===== src/rtl/iot_mon_pkg.sv =====
// Shared definitions for the active-IoT-device monitor: default device count,
// the change/on_off event encoding and a popcount helper.
package iot_mon_pkg;

  localparam int N_DEV_DEFAULT = 8;

  // on_off only carries meaning while change is 1
  typedef enum logic {
    EV_DEC = 1'b0,
    EV_INC = 1'b1
  } ev_dir_e;

  typedef struct packed {
    logic    change;
    ev_dir_e on_off;
  } mon_event_t;

  function automatic logic [6:0] popcount(input logic [63:0] v);
    logic [6:0] acc;
    acc = '0;
    for (int i = 0; i < 64; i++) begin
      acc = acc + 7'(v[i]);
    end
    return acc;
  endfunction

endpackage


===== src/rtl/device_event_tx_rr_arbiter.sv =====
// Combinational round-robin arbiter: grants the first request at or after ptr,
// wrapping modulo N_REQ. Returns both a one-hot grant and its index.
module rr_arbiter #(
  parameter  int N_REQ = 8,
  localparam int PTR_W = $clog2(N_REQ)
) (
  input  logic [N_REQ-1:0] req,
  input  logic [PTR_W-1:0] ptr,
  output logic [N_REQ-1:0] gnt,
  output logic [PTR_W-1:0] gnt_idx,
  output logic             gnt_valid
);

  always_comb begin
    logic [PTR_W-1:0] idx;
    gnt       = '0;
    gnt_idx   = '0;
    gnt_valid = 1'b0;
    idx       = '0;
    for (int k = 0; k < N_REQ; k++) begin
      idx = PTR_W'((int'(ptr) + k) % N_REQ);
      if (!gnt_valid && req[idx]) begin
        gnt_valid = 1'b1;
        gnt_idx   = idx;
      end
    end
    if (gnt_valid) begin
      gnt[gnt_idx] = 1'b1;
    end
  end

endmodule


===== src/rtl/device_event_tx.sv =====
// Turns net changes on asynchronous device status lines into single-cycle
// increment/decrement events for the monitor counter, one per clock at most.
module device_event_tx
  import iot_mon_pkg::*;
#(
  parameter  int N_DEV = N_DEV_DEFAULT,
  localparam int PTR_W = $clog2(N_DEV),
  localparam int CNT_W = $clog2(N_DEV + 1)
) (
  input  logic             clk,
  input  logic             rst,
  input  logic [N_DEV-1:0] dev_status,
  input  logic             hold,
  output logic             change,
  output logic             on_off,
  output logic [CNT_W-1:0] pending,
  output logic             busy
);

  logic [N_DEV-1:0] sync1;
  logic [N_DEV-1:0] sync2;
  logic [N_DEV-1:0] reported;
  logic [N_DEV-1:0] mism;
  logic [N_DEV-1:0] gnt;
  logic [PTR_W-1:0] gnt_idx;
  logic [PTR_W-1:0] ptr;
  logic             gnt_valid;
  mon_event_t       ev_q;

  // reported mirrors what the monitor has counted, so any difference is owed
  assign mism    = sync2 ^ reported;
  assign pending = CNT_W'(popcount(64'(mism)));
  assign busy    = |mism;
  assign change  = ev_q.change;
  assign on_off  = ev_q.on_off;

  rr_arbiter #(
    .N_REQ(N_DEV)
  ) u_arb (
    .req      (mism),
    .ptr      (ptr),
    .gnt      (gnt),
    .gnt_idx  (gnt_idx),
    .gnt_valid(gnt_valid)
  );

  always_ff @(posedge clk or negedge rst) begin
    if (!rst) begin
      sync1       <= '0;
      sync2       <= '0;
      reported    <= '0;
      ptr         <= '0;
      ev_q.change <= 1'b0;
      ev_q.on_off <= EV_DEC;
    end else begin
      sync1 <= dev_status;
      sync2 <= sync1;
      if (!hold && gnt_valid) begin
        ev_q.change <= 1'b1;
        ev_q.on_off <= ev_dir_e'(sync2[gnt_idx]);
        reported    <= reported ^ gnt;
        ptr         <= (gnt_idx == PTR_W'(N_DEV - 1)) ? '0 : gnt_idx + 1'b1;
      end else begin
        ev_q.change <= 1'b0;
      end
    end
  end

endmodule


===== config.mk =====
export PLATFORM = sky130hd
export DESIGN_NAME = device_event_tx
export DESIGN_NICKNAME = d
export VERILOG_FILES = /design/src/rtl/iot_mon_pkg.sv /design/src/rtl/device_event_tx_rr_arbiter.sv /design/src/rtl/device_event_tx.sv
export SDC_FILE = /design/constraint.sdc
export NUM_CORES = 1
export LEC_CHECK = 0
export BUFFER_PORTS_ARGS = -buffer_cell sky130_fd_sc_hd__buf_2
export CORE_ASPECT_RATIO = 0.7
export CORE_UTILIZATION = 50
export CTS_BUF_LIST = sky130_fd_sc_hd__clkbuf_4 sky130_fd_sc_hd__clkbuf_8 sky130_fd_sc_hd__clkbuf_16
export DETAILED_ROUTE_END_ITERATION = 7
export HOLD_SLACK_MARGIN = 0.08
export PLACE_DENSITY_LB_ADDON = 0.3
export SKIP_CTS_REPAIR_TIMING = 1
export SLEW_MARGIN = 10
export SYNTH_ARGS = -nofsm -noshare
export SYNTH_HDL_FRONTEND = slang
export SYNTH_SLANG_ARGS = --single-unit

===== constraint.sdc =====
create_clock -name clk -period 9.5 [get_ports clk]
set_input_delay 0.95 -clock clk [delete_from_list [all_inputs] [get_ports clk]]
set_output_delay 0.95 -clock clk [all_outputs]
set_load 0.03 [all_outputs]

==> results of run 1 <==
worst max-delay path, stage by stage, from the launching register on:
cell and delay [ns]:
dfrtp_1 0.38, xnor2_1 0.35, inv_1 0.17, ha_1 0.35, xnor2_1 0.16, xnor2_1 0.27, xnor2_1 0.16, ha_1 0.26
and2_1 0.18, fa_1 0.39, xor2_1 0.13, buf_2 0.21
cell families (layout without fill, tap and decap cells):
group | count (synthesis) | in the layout | synth area share [%]
flip-flops | 29 | 29 | 33.0
multiplexers | 30 | 30 | 20.2
AO/OA/AOI/OAI | 39 | 39 | 14.5
XOR/XNOR | 29 | 29 | 12.2
buffers and inverters | 17 | 35 | 3.24
adder cells (fa/ha/maj) | 8 | 8 | 4.89
AND/OR/NAND/NOR | 53 | 53 | 11.9
flip-flops by register name (all words and copies together), names as in the netlist:
register	count
change	1
on_off	1
ptr	3
reported	8
sync1	8
sync2	8
path summary, 6_finish.rpt:
check                                      to  slack, ns
setup / recovery                   pending[2]       5.28
hold / removal             sync2[5]$_DFF_PN0_       0.35
setup reg to reg           ptr[0]$_DFFE_PN0P_       5.78
hold reg to reg            sync2[5]$_DFF_PN0_       0.35
max in group asynchronous  sync2[5]$_DFF_PN0_       8.41
min in group asynchronous  on_off$_DFFE_PN0P_       0.69
routing by layer:
layer / GRT usage, % / part of all wire (%) / vias to the layer above
met2: 28.7 / 42 / 70
li1: - / - / 778
met4: 7.14 / 1.1 / 0
met1: 36.3 / 48 / 788
met3: 5.60 / 8.5 / 5
met5: 0 / 0 / -
cells in the mapped netlist (2+ instances only):
cell type,n
and2_1,3
a21oi_1,5
clkbuf_1,2
xnor2_2,2
nand2_1,17
o22ai_1,3
o31ai_1,2
nor2_1,16
nand2b_1,3
inv_2,3
buf_2,3
a21o_1,3
o21a_1,2
o221ai_1,2
nor2b_1,3
mux2_2,5
inv_1,8
mux2i_1,13
xnor2_1,17
ha_1,7
o21ai_0,6
nor3b_1,2
xor2_1,10
dfrtp_1,29
nor3_1,2
mux4_2,11
per-stage QoR:
step / hold WS [ns] / utilization (%) / cells / setup slack (ns) / instance area [um^2]
4_1_cts: 0.351 / 59.3 / 275 / 5.28 / 2410
2_1_floorplan: 0.331 / - / 205 / 5.75 / 2200
5_1_grt: 0.355 / 59.3 / 275 / 5.10 / 2410
3_5_place_dp: 0.337 / 57.1 / 268 / 5.59 / 2320
3_3_place_gp: 0.332 / 57.1 / 268 / 5.66 / 2320
6_report: 0.348 / 59.3 / 275 / 5.28 / 2410
area by class of cell:
| type | instances | area, um^2 | area share, % |
|---|---|---|---|
| Inverter | 11 | 41.3 | 1.71 |
| Clock buffer | 7 | 90.1 | 3.73 |
| Sequential cell | 29 | 726 | 30.1 |
| Timing Repair Buffer | 17 | 85.1 | 3.53 |
| Multi-Input combinational cell | 159 | 1410 | 58.2 |
| Tap cell | 52 | 65.1 | 2.70 |
==> summary.txt, run 1 <==
Timing
  – Final min period: 4.22 ns
  – Final Setup Violations: 0
  – Final period util: between 40% and 50%
  – Worst-Margin Slew: 0.621 ns
  – F_max: approximately 0.24 GHz
  – Clock skew: 0.00603 ns
  – RSZ-0062 raised after global routing: no
  – Setup TNS: 0 ns
  – Final hold violations: 0
  – Final Slew Violations: 0
  – Max-Slew Margin vs Limit: 58.3%

Routing
  – Routed vias/inst: 5.97
  – Routed Antenna Nets: 0
  – Vias post-DR: 1641
  – DRT iter0 DRCs: 189
  – Avg WL per Cell: 16.7 um
  – Drt total wl: about 4600 um
  – Drt pass-1 iters: 4
  – DR DRC count: 0

Die
  – Die area: 0.00468 mm^2
  – Ports: 18
  – Die Y: roughly 58 um
  – Die W: ~81 um
  – Starting Density: 54.2%
  – Core box area: 0.00407 mm^2
  – Cell Rows: 19

Global route
  – Number of global-route vias before repair: 1491
  – Total grt overflow: 0
  – First-pass GRT wire length: 7510 um
  – Largest net degree at the start of global routing: 30
  – Gr usage total: between 20% and 30%
  – Initial antenna violation count: 0

Layout
  – Fraction of layout cells with a size suffix above 1: 23.3%
  – Fillers: around 350
  – ANT cells: 0
  – Commonest non-fill, non-tap cell in the layout: dfrtp_1
  – Area delta synth->final: 9.55%
  – # nets final: ~240
  – Commonest cells after routing, fill and taps aside: 29 x dfrtp_1, 17 x xnor2_1, 17 x nand2_1, 17 x buf_2, 16 x nor2_1

Placed design
  – Port bufs: 17
  – Hpwl dp: between 3000 and 4000 um
  – Placer Congestion: 0.875

Worst setup path
  – FF-to-FF path depth: 12
  – Arr. time, crit path: 3.27 ns
  – R2r startpoint: ptr[0]$_DFFE_PN0P_
  – Worst Setup SP: sync2[0]$_DFF_PN0_
  – Worst Setup End Kind: output port
  – Worst EP required: between 8 and 9 ns
  – Worst-path maximum fanout: 4
  – Crit start category: flop
  – Crit Path Class: flop to output port

Yosys
  – Post-synth top area share: about a third
  – Net count after synthesis: 224
  – Synth Flop Type: dfrtp_1
  – Sequential area share after synthesis: around 33%
  – YS warnings: 0
  – Synth top area cells: dfrtp_1 33%, mux4_2 11%, xnor2_1 6.8%
  – Synthesized area: 0.00220 mm^2
  – Post-synth EDFFs: 0
  – Cell taking the most area after synthesis: dfrtp_1
  – Distinct cell type count after synthesis: 52
  – Seq cells post-synth: 29
  – Asr flop ratio synth: 100%
  – Cells after Synth: 205
  – Per-instance average area after synthesis: between 10 and 15 um^2

Clocking
  – Skew-Pair Late Insertion Delay: 0.27 ns
  – Maximum clock insertion buffer count: 2
  – CTS tree: built
  – Clk sinks: 29
  – Clock tree root driver cell: clkbuf_8
  – CTS buffer count: 5
  – CTS H-tree lvls: 2
  – Clock Pin Slew Worst Setup and Hold Paths: 0.05 ns

Min path
  – Hold path start: sync1[5]$_DFF_PN0_
  – Hold WC Path Type: flop to flop
  – Hold Path Depth: 0

Status
  – Status: finished clean

Job
  – Max Cap Viol: 0
Power of run 1 is left out: the tool's default activity adds up to more than one toggle a clock period on the data nets, which glitch-free logic cannot reach.
==> inputs of run 2 (changes only) <==
--- a/config.mk
+++ b/config.mk
@@ -5,6 +5,7 @@
 export SDC_FILE = /design/constraint.sdc
 export NUM_CORES = 1
 export LEC_CHECK = 0
+export ABC_AREA = 1
 export BUFFER_PORTS_ARGS = -buffer_cell sky130_fd_sc_hd__buf_2
 export CORE_ASPECT_RATIO = 0.7
 export CORE_UTILIZATION = 50
==> constraint.sdc (replaced) <==
create_clock -name clk -period 3.86 [get_ports clk]
set_input_delay 0.386 -clock clk [delete_from_list [all_inputs] [get_ports clk]]
set_output_delay 0.386 -clock clk [all_outputs]
set_load 0.03 [all_outputs]
==> run 2 against run 1 <==
Against the previous run:
- first-iteration DRC count decreased by 1.1%
- critical path depth increased by 3
- sequential share of layout area decreased by 1.7 points
- highest routed layer unchanged
==> summary.txt, run 2 <==
Die
  – Ports: 18 (unchanged)
  – Die area: 0.00485 mm^2 (+3.6%)
  – Core box area: 0.00435 mm^2 (+7.1%)
  – Cell Rows: 20 (+1)
  – Die Y: 58.6 um (+1.8%)
  – Die W: 82.8 um (+1.8%)
  – Starting Density: 52.5% (-1.7 points)

Clocking
  – Skew-Pair Late Insertion Delay: 0.27 ns (about the same)
  – Maximum clock insertion buffer count: 2 (unchanged)
  – CTS buffer count: 5 (unchanged)
  – Clock Pin Slew Worst Setup and Hold Paths: 0.06 ns (about the same)
  – CTS H-tree lvls: 2 (unchanged)
  – CTS tree: built
  – Clock tree root driver cell: clkbuf_8
  – Clk sinks: 29 (unchanged)

Worst setup path
  – Crit Path Class: flop to output port
  – Crit path cell chain: inv_1 > nand2_1 > nand2_1 > ha_4 > xor2_2 > xor2_1 > xor2_1 > xor2_1 > inv_1 > ha_1 > and2_1 > fa_1 > xor2_1 > buf_4
  – Worst EP required: 3.47 ns (-5.08 ns)
  – R2r startpoint: ptr[1]$_DFFE_PN0P_
  – Crit-path max cell delay: 0.39 ns (about the same)
  – FF-to-FF path depth: 15 (+3)
  – Worst R2R End: ptr[1]$_DFFE_PN0P_
  – R2r setup slk: 1.05 ns (-4.73 ns)
  – Cell count along the critical path: 14 (+3)
  – Slowest cell on crit path: dfrtp_1
  – Worst-path maximum fanout: 3 (-1)
  – Family with the most delay on the worst path: XOR/XNOR gates
  – CP endpoint: pending[2]
  – Buf+Inv Stages, Crit Path: 3 (+1)
  – Worst Setup End Kind: output port
  – Crit start category: flop
  – Cell mode on critical path: xor2_1
  – Worst Setup SP: reported[1]$_DFFE_PN0P_
  – Arr. time, crit path: 3.31 ns (+0.04 ns)

Min path
  – Hold WC Path Type: input pin to asynchronous set/reset pin

Global route
  – Initial antenna violation count: 0 (unchanged)
  – Gr usage total: 24.7% (+2.2 points)
  – Total grt overflow: 0 (unchanged)
  – Number of global-route vias before repair: 1902 (+28%)
  – Largest net degree at the start of global routing: 30 (unchanged)
  – First-pass GRT wire length: 8800 um (+17%)

Yosys
  – Mux contribution to synthesized area: 0% (-20 points)
  – Distinct cell type count after synthesis: 32 (-38%)
  – Most common cell in the netlist: nand2_1
  – Post-synth top area share: 31.8% (-1.2 points)
  – Adder-cell share of the synthesized area: 4.71% (-0.18 points)
  – Main combinational cell family by area after synthesis: simple AND/OR/NAND/NOR gates
  – Synth Flop Type: dfrtp_1
  – Cells after Synth: 307 (+50%)
  – Cell taking the most area after synthesis: dfrtp_1
  – Seq cells post-synth: 29 (unchanged)
  – Commonest cells post-synth: 98 x nand2_1, 46 x nand3_1, 29 x dfrtp_1
  – Simple-Gate Fraction of Synth Area: 45.2% (+33 points)
  – YS warnings: 0 (unchanged)
  – Net count after synthesis: 326 (+46%)
  – Asr flop ratio synth: 100% (unchanged)
  – Sequential area share after synthesis: 31.8% (-1.2 points)
  – Synth top area cells: dfrtp_1 32%, nand2_1 16%, nand3_1 10%
  – Per-instance average area after synthesis: 7.44 um^2 (-31%)
  – Post-synth EDFFs: 0 (unchanged)
  – XOR/XNOR share of the synthesized area: 7.12% (-5.1 points)
  – Synthesized area: 0.00228 mm^2 (+3.7%)
  – Synth Area in Compound Gates: 3.07% (-11 points)

Layout
  – Biggest regs: reported x8, sync1 x8, sync2 x8
  – ANT cells: 0 (unchanged)
  – Area delta synth->final: 11.9%
  – Commonest non-fill, non-tap cell in the layout: nand2_1
  – Fillers: 420 (+20%)
  – Commonest cells after routing, fill and taps aside: 98 x nand2_1, 46 x nand3_1, 29 x dfrtp_1
  – Fraction of layout cells with a size suffix above 1: 24.2% (+0.92 points)
  – # nets final: 348 (+44%)

Routing
  – Avg WL per Cell: 13.3 um (-21%)
  – Drt total wl: 5110 um (+11%)
  – DRT iter0 DRCs: 187 (-1.1%)
  – Vias post-DR: 1994 (+22%)
  – DR DRC count: 0 (unchanged)
  – Drt pass-1 iters: 4 (unchanged)
  – Routed vias/inst: 5.18 (-13%)
  – Routed Antenna Nets: 0 (unchanged)

Placed design
  – Pre-CTS WS: 0.404 ns (-5.18 ns)
  – Hpwl dp: 4080 um (+15%)
  – Placer Congestion: 0.942 (+7.6%)
  – Port bufs: 17 (unchanged)

Timing
  – Final period util: 95.8%
  – Final worst slack: 0.162 ns (-5.12 ns)
  – Hold Slack: 0.122 ns (-0.226 ns)
  – Max-Slew Margin vs Limit: 59.1% (+0.78 points)
  – Final min period: 3.70 ns
  – F_max: 0.270 GHz
  – Setup TNS: 0 ns (unchanged)
  – Final Slew Violations: 0 (unchanged)
  – Final Setup Violations: 0 (unchanged)
  – RSZ-0062 raised after global routing: no
  – Final hold violations: 0 (unchanged)
  – Worst-Margin Slew: 0.613 ns (-0.00730 ns)
  – Clock skew: 0.00348 ns (-0.00254 ns)

Job
  – Max Cap Viol: 0 (unchanged)

Status
  – Status: finished clean
## run 2: cells by family (layout without fill, tap and decap cells)
logic type / count (synthesis) / in the layout
compound gates: 12 / 12
xor+xnor: 16 / 16
fa+ha+maj: 8 / 8
buf+inv: 42 / 65
flops: 29 / 29
simple gates: 200 / 200
## run 2: layout make-up
class | instances | area [um^2] | share of cell area [%]
multi-input cells | 236 | 1390 | 54.5
flip-flops and latches | 29 | 726 | 28.4
inverters | 37 | 140 | 5.48
repair buffers | 20 | 110 | 4.31
clock buffers | 7 | 90.1 | 3.52
well taps | 55 | 68.8 | 2.69
clock inverters | 1 | 30.0 | 1.17
## run 2: worst min path at each step
stage | to | slack (ns) | cells after the start
after global routing | sync1[4]$_DFF_PN0_ | 0.18 | 1
after CTS | sync1[0]$_DFF_PN0_ | 0.14 | 1
final | sync1[2]$_DFF_PN0_ | 0.12 | 1
after detailed placement | sync2[2]$_DFF_PN0_ | 0.33 | 0
after floorplan | change$_DFF_PN0_ | 0.09 | 0
after global placement | sync2[3]$_DFF_PN0_ | 0.33 | 0
## run 2: metal layers
| metal | vias up | track usage (%) | routed length [um] |
|---|---|---|---|
| met5 | - | 0 | 0 |
| met4 | 0 | 5.17 | 19 |
| met3 | 2 | 4.65 | 379 |
| met2 | 68 | 36.2 | 2160 |
| met1 | 909 | 37.7 | 2550 |
| li1 | 1015 | - | - |
## run 2: per-stage QoR
stage	util (%)	cell area (um^2)	instances
after floorplan	-	2280	307
after global placement	55.5	2410	377
after detailed placement	55.5	2410	377
after CTS	58.2	2530	385
after global routing	58.7	2560	385
final	58.7	2560	385
Power of run 2 is left out for the same reason.
==> inputs of run 3 (changes only) <==
--- a/config.mk
+++ b/config.mk
@@ -12,7 +12,7 @@
 export CTS_BUF_LIST = sky130_fd_sc_hd__clkbuf_4 sky130_fd_sc_hd__clkbuf_8 sky130_fd_sc_hd__clkbuf_16
 export DETAILED_ROUTE_END_ITERATION = 7
 export HOLD_SLACK_MARGIN = 0.08
-export PLACE_DENSITY_LB_ADDON = 0.3
+export PLACE_DENSITY_LB_ADDON = 0.12
 export SKIP_CTS_REPAIR_TIMING = 1
 export SLEW_MARGIN = 10
 export SYNTH_ARGS = -nofsm -noshare
==> run 3 against run 2 <==
Against the previous run:
- core utilization shrank 0.20 points
- count of clock-buffer cells in the layout shrank 2
- sequential cell count is the same
- global-route usage shrank 1.0 points
- largest cell class unchanged
- highest routed layer unchanged
==> summary.txt, run 3 (synthesis gave the netlist of run 2 again) <==
Status
  – Status: finished clean

Timing
  – Final hold violations: 0 (unchanged)
  – Final Setup Violations: 0 (unchanged)
  – Final min period: 3.66 ns (-0.0390 ns)
  – Final worst slack: 0.201 ns (+0.0390 ns)
  – Max-Slew Margin vs Limit: 58.0% (-1.1 points)
  – F_max: 0.273 GHz (+1.1%)
  – Worst-Margin Slew: 0.630 ns (+0.0167 ns)
  – Hold Slack: 0.116 ns (-0.00566 ns)
  – Final period util: 94.8% (-1.0 points)
  – Final Slew Violations: 0 (unchanged)
  – Clock skew: 0.00807 ns (+0.00459 ns)

Clocking
  – Maximum clock insertion buffer count: 2 (unchanged)
  – CTS tree: built
  – Clock Pin Slew Worst Setup and Hold Paths: 0.07 ns (about the same)
  – CTS H-tree lvls: 2 (unchanged)
  – Clock tree root driver cell: clkbuf_8
  – Clk sinks: 29 (unchanged)
  – CTS buffer count: 5 (unchanged)
  – Skew-Pair Late Insertion Delay: 0.28 ns (about the same)

Worst setup path
  – Worst R2R End: ptr[0]$_DFFE_PN0P_
  – Worst-path maximum fanout: 3 (unchanged)
  – Crit Path Class: flop to output port
  – Worst Setup End Kind: output port
  – Worst EP required: 3.47 ns (about the same)
  – Crit start category: flop
  – CP endpoint: pending[2]
  – R2r startpoint: ptr[1]$_DFFE_PN0P_
  – Worst Setup SP: reported[1]$_DFFE_PN0P_
  – Arr. time, crit path: 3.27 ns (-0.04 ns)
  – FF-to-FF path depth: 17 (+2)
  – R2r setup slk: 1.02 ns (-0.03 ns)

Routing
  – Avg WL per Cell: 13.3 um (+0.14%)
  – Routed Antenna Nets: 0 (unchanged)
  – Vias post-DR: 1996 (+0.10%)
  – DRT iter0 DRCs: 208 (+11%)
  – Met2 WL: 2060 um (-4.7%)
  – Routed vias/inst: 5.18 (+0.10%)
  – Met3 Routed Length: 279 um (-26%)
  – Met1 wire length: 2760 um (+8.2%)
  – DR DRC count: 0 (unchanged)
  – Top sig layer: met4
  – Drt pass-1 iters: 7 (+3)
  – Drt total wl: 5120 um (+0.14%)

Placed design
  – Placed insts: 377 (unchanged)
  – Port bufs: 17 (unchanged)
  – Pre-CTS WS: 0.415 ns (+0.0113 ns)
  – Placer Congestion: 0.914 (-2.9%)
  – Hpwl dp: 4120 um (+0.85%)

Layout
  – Area delta synth->final: 11.6%
  – Fraction of layout cells with a size suffix above 1: 24.2% (unchanged)
  – Non-Filler Instances: 385 (unchanged)
  – Commonest non-fill, non-tap cell in the layout: nand2_1
  – ANT cells: 0 (unchanged)
  – Final Core Density: 58.5% (-0.20 points)
  – Commonest cells after routing, fill and taps aside: 98 x nand2_1, 46 x nand3_1, 29 x dfrtp_1
  – # nets final: 349 (+0.29%)
  – Biggest regs: reported x8, sync1 x8, sync2 x8
  – Fillers: 423 (+0.71%)

Die
  – Cell Rows: 20 (unchanged)
  – Core box area: 0.00435 mm^2 (unchanged)
  – Starting Density: 52.5% (unchanged)
  – Die Y: 58.6 um (unchanged)
  – Ports: 18 (unchanged)
  – Die W: 82.8 um (unchanged)
  – Die area: 0.00485 mm^2 (unchanged)

Global route
  – Gr usage total: 23.6% (-1.0 points)
  – Initial antenna violation count: 0 (unchanged)
  – Total grt overflow: 0 (unchanged)
  – First-pass GRT wire length: 8270 um (-6.0%)
  – Largest net degree at the start of global routing: 30 (unchanged)
  – Number of global-route vias before repair: 1680 (-12%)

Min path
  – Hold WC Path Type: input pin to asynchronous set/reset pin

Job
  – Max Cap Viol: 0 (unchanged)
-- run 3: through the flow --
step / setup TNS [ns] / instance area (um^2)
2_1_floorplan: 0 / 2280
3_3_place_gp: 0 / 2410
3_5_place_dp: 0 / 2410
4_1_cts: 0 / 2520
5_1_grt: -0.00333 / 2550
6_report: 0 / 2550
-- run 3: worst max-delay path: stages, from the launching register on --
cell     delay (ns)
dfrtp_1        0.36
inv_1          0.08
nand2_1        0.08
nand2_1        0.13
ha_4           0.31
xor2_2         0.17
xor2_1         0.22
xor2_1         0.24
xor2_1         0.17
inv_1          0.05
ha_1           0.28
and2_1         0.19
fa_1           0.38
xor2_1         0.15
buf_4          0.16
-- run 3: cell type report --
| class | instances | area (um^2) | area share [%] |
|---|---|---|---|
| clock buffers | 5 | 68.8 | 2.70 |
| clock inverters | 2 | 35.0 | 1.37 |
| inverters | 37 | 140 | 5.50 |
| multi-input cells | 236 | 1390 | 54.6 |
| flip-flops and latches | 29 | 726 | 28.5 |
| well taps | 55 | 68.8 | 2.70 |
| repair buffers | 21 | 118 | 4.61 |
-- run 3: worst min path at each step --
stage                          to  slack (ns)  cells past startpoint
6_report       sync1[1]$_DFF_PN0_        0.12                      1
4_1_cts          change$_DFF_PN0_        0.13                      1
3_5_place_dp   sync2[2]$_DFF_PN0_        0.33                      0
5_1_grt        sync1[5]$_DFF_PN0_        0.17                      1
3_3_place_gp   sync2[3]$_DFF_PN0_        0.33                      0
2_1_floorplan    change$_DFF_PN0_        0.09                      0
-- run 3: layer usage --
layer / vias up / GRT usage, %
met5: - / 0
met4: 0 / 5.17
met3: 2 / 4.65
met2: 67 / 31.1
met1: 910 / 38.8
li1: 1017 / -
Power of run 3 is left out for the same reason.
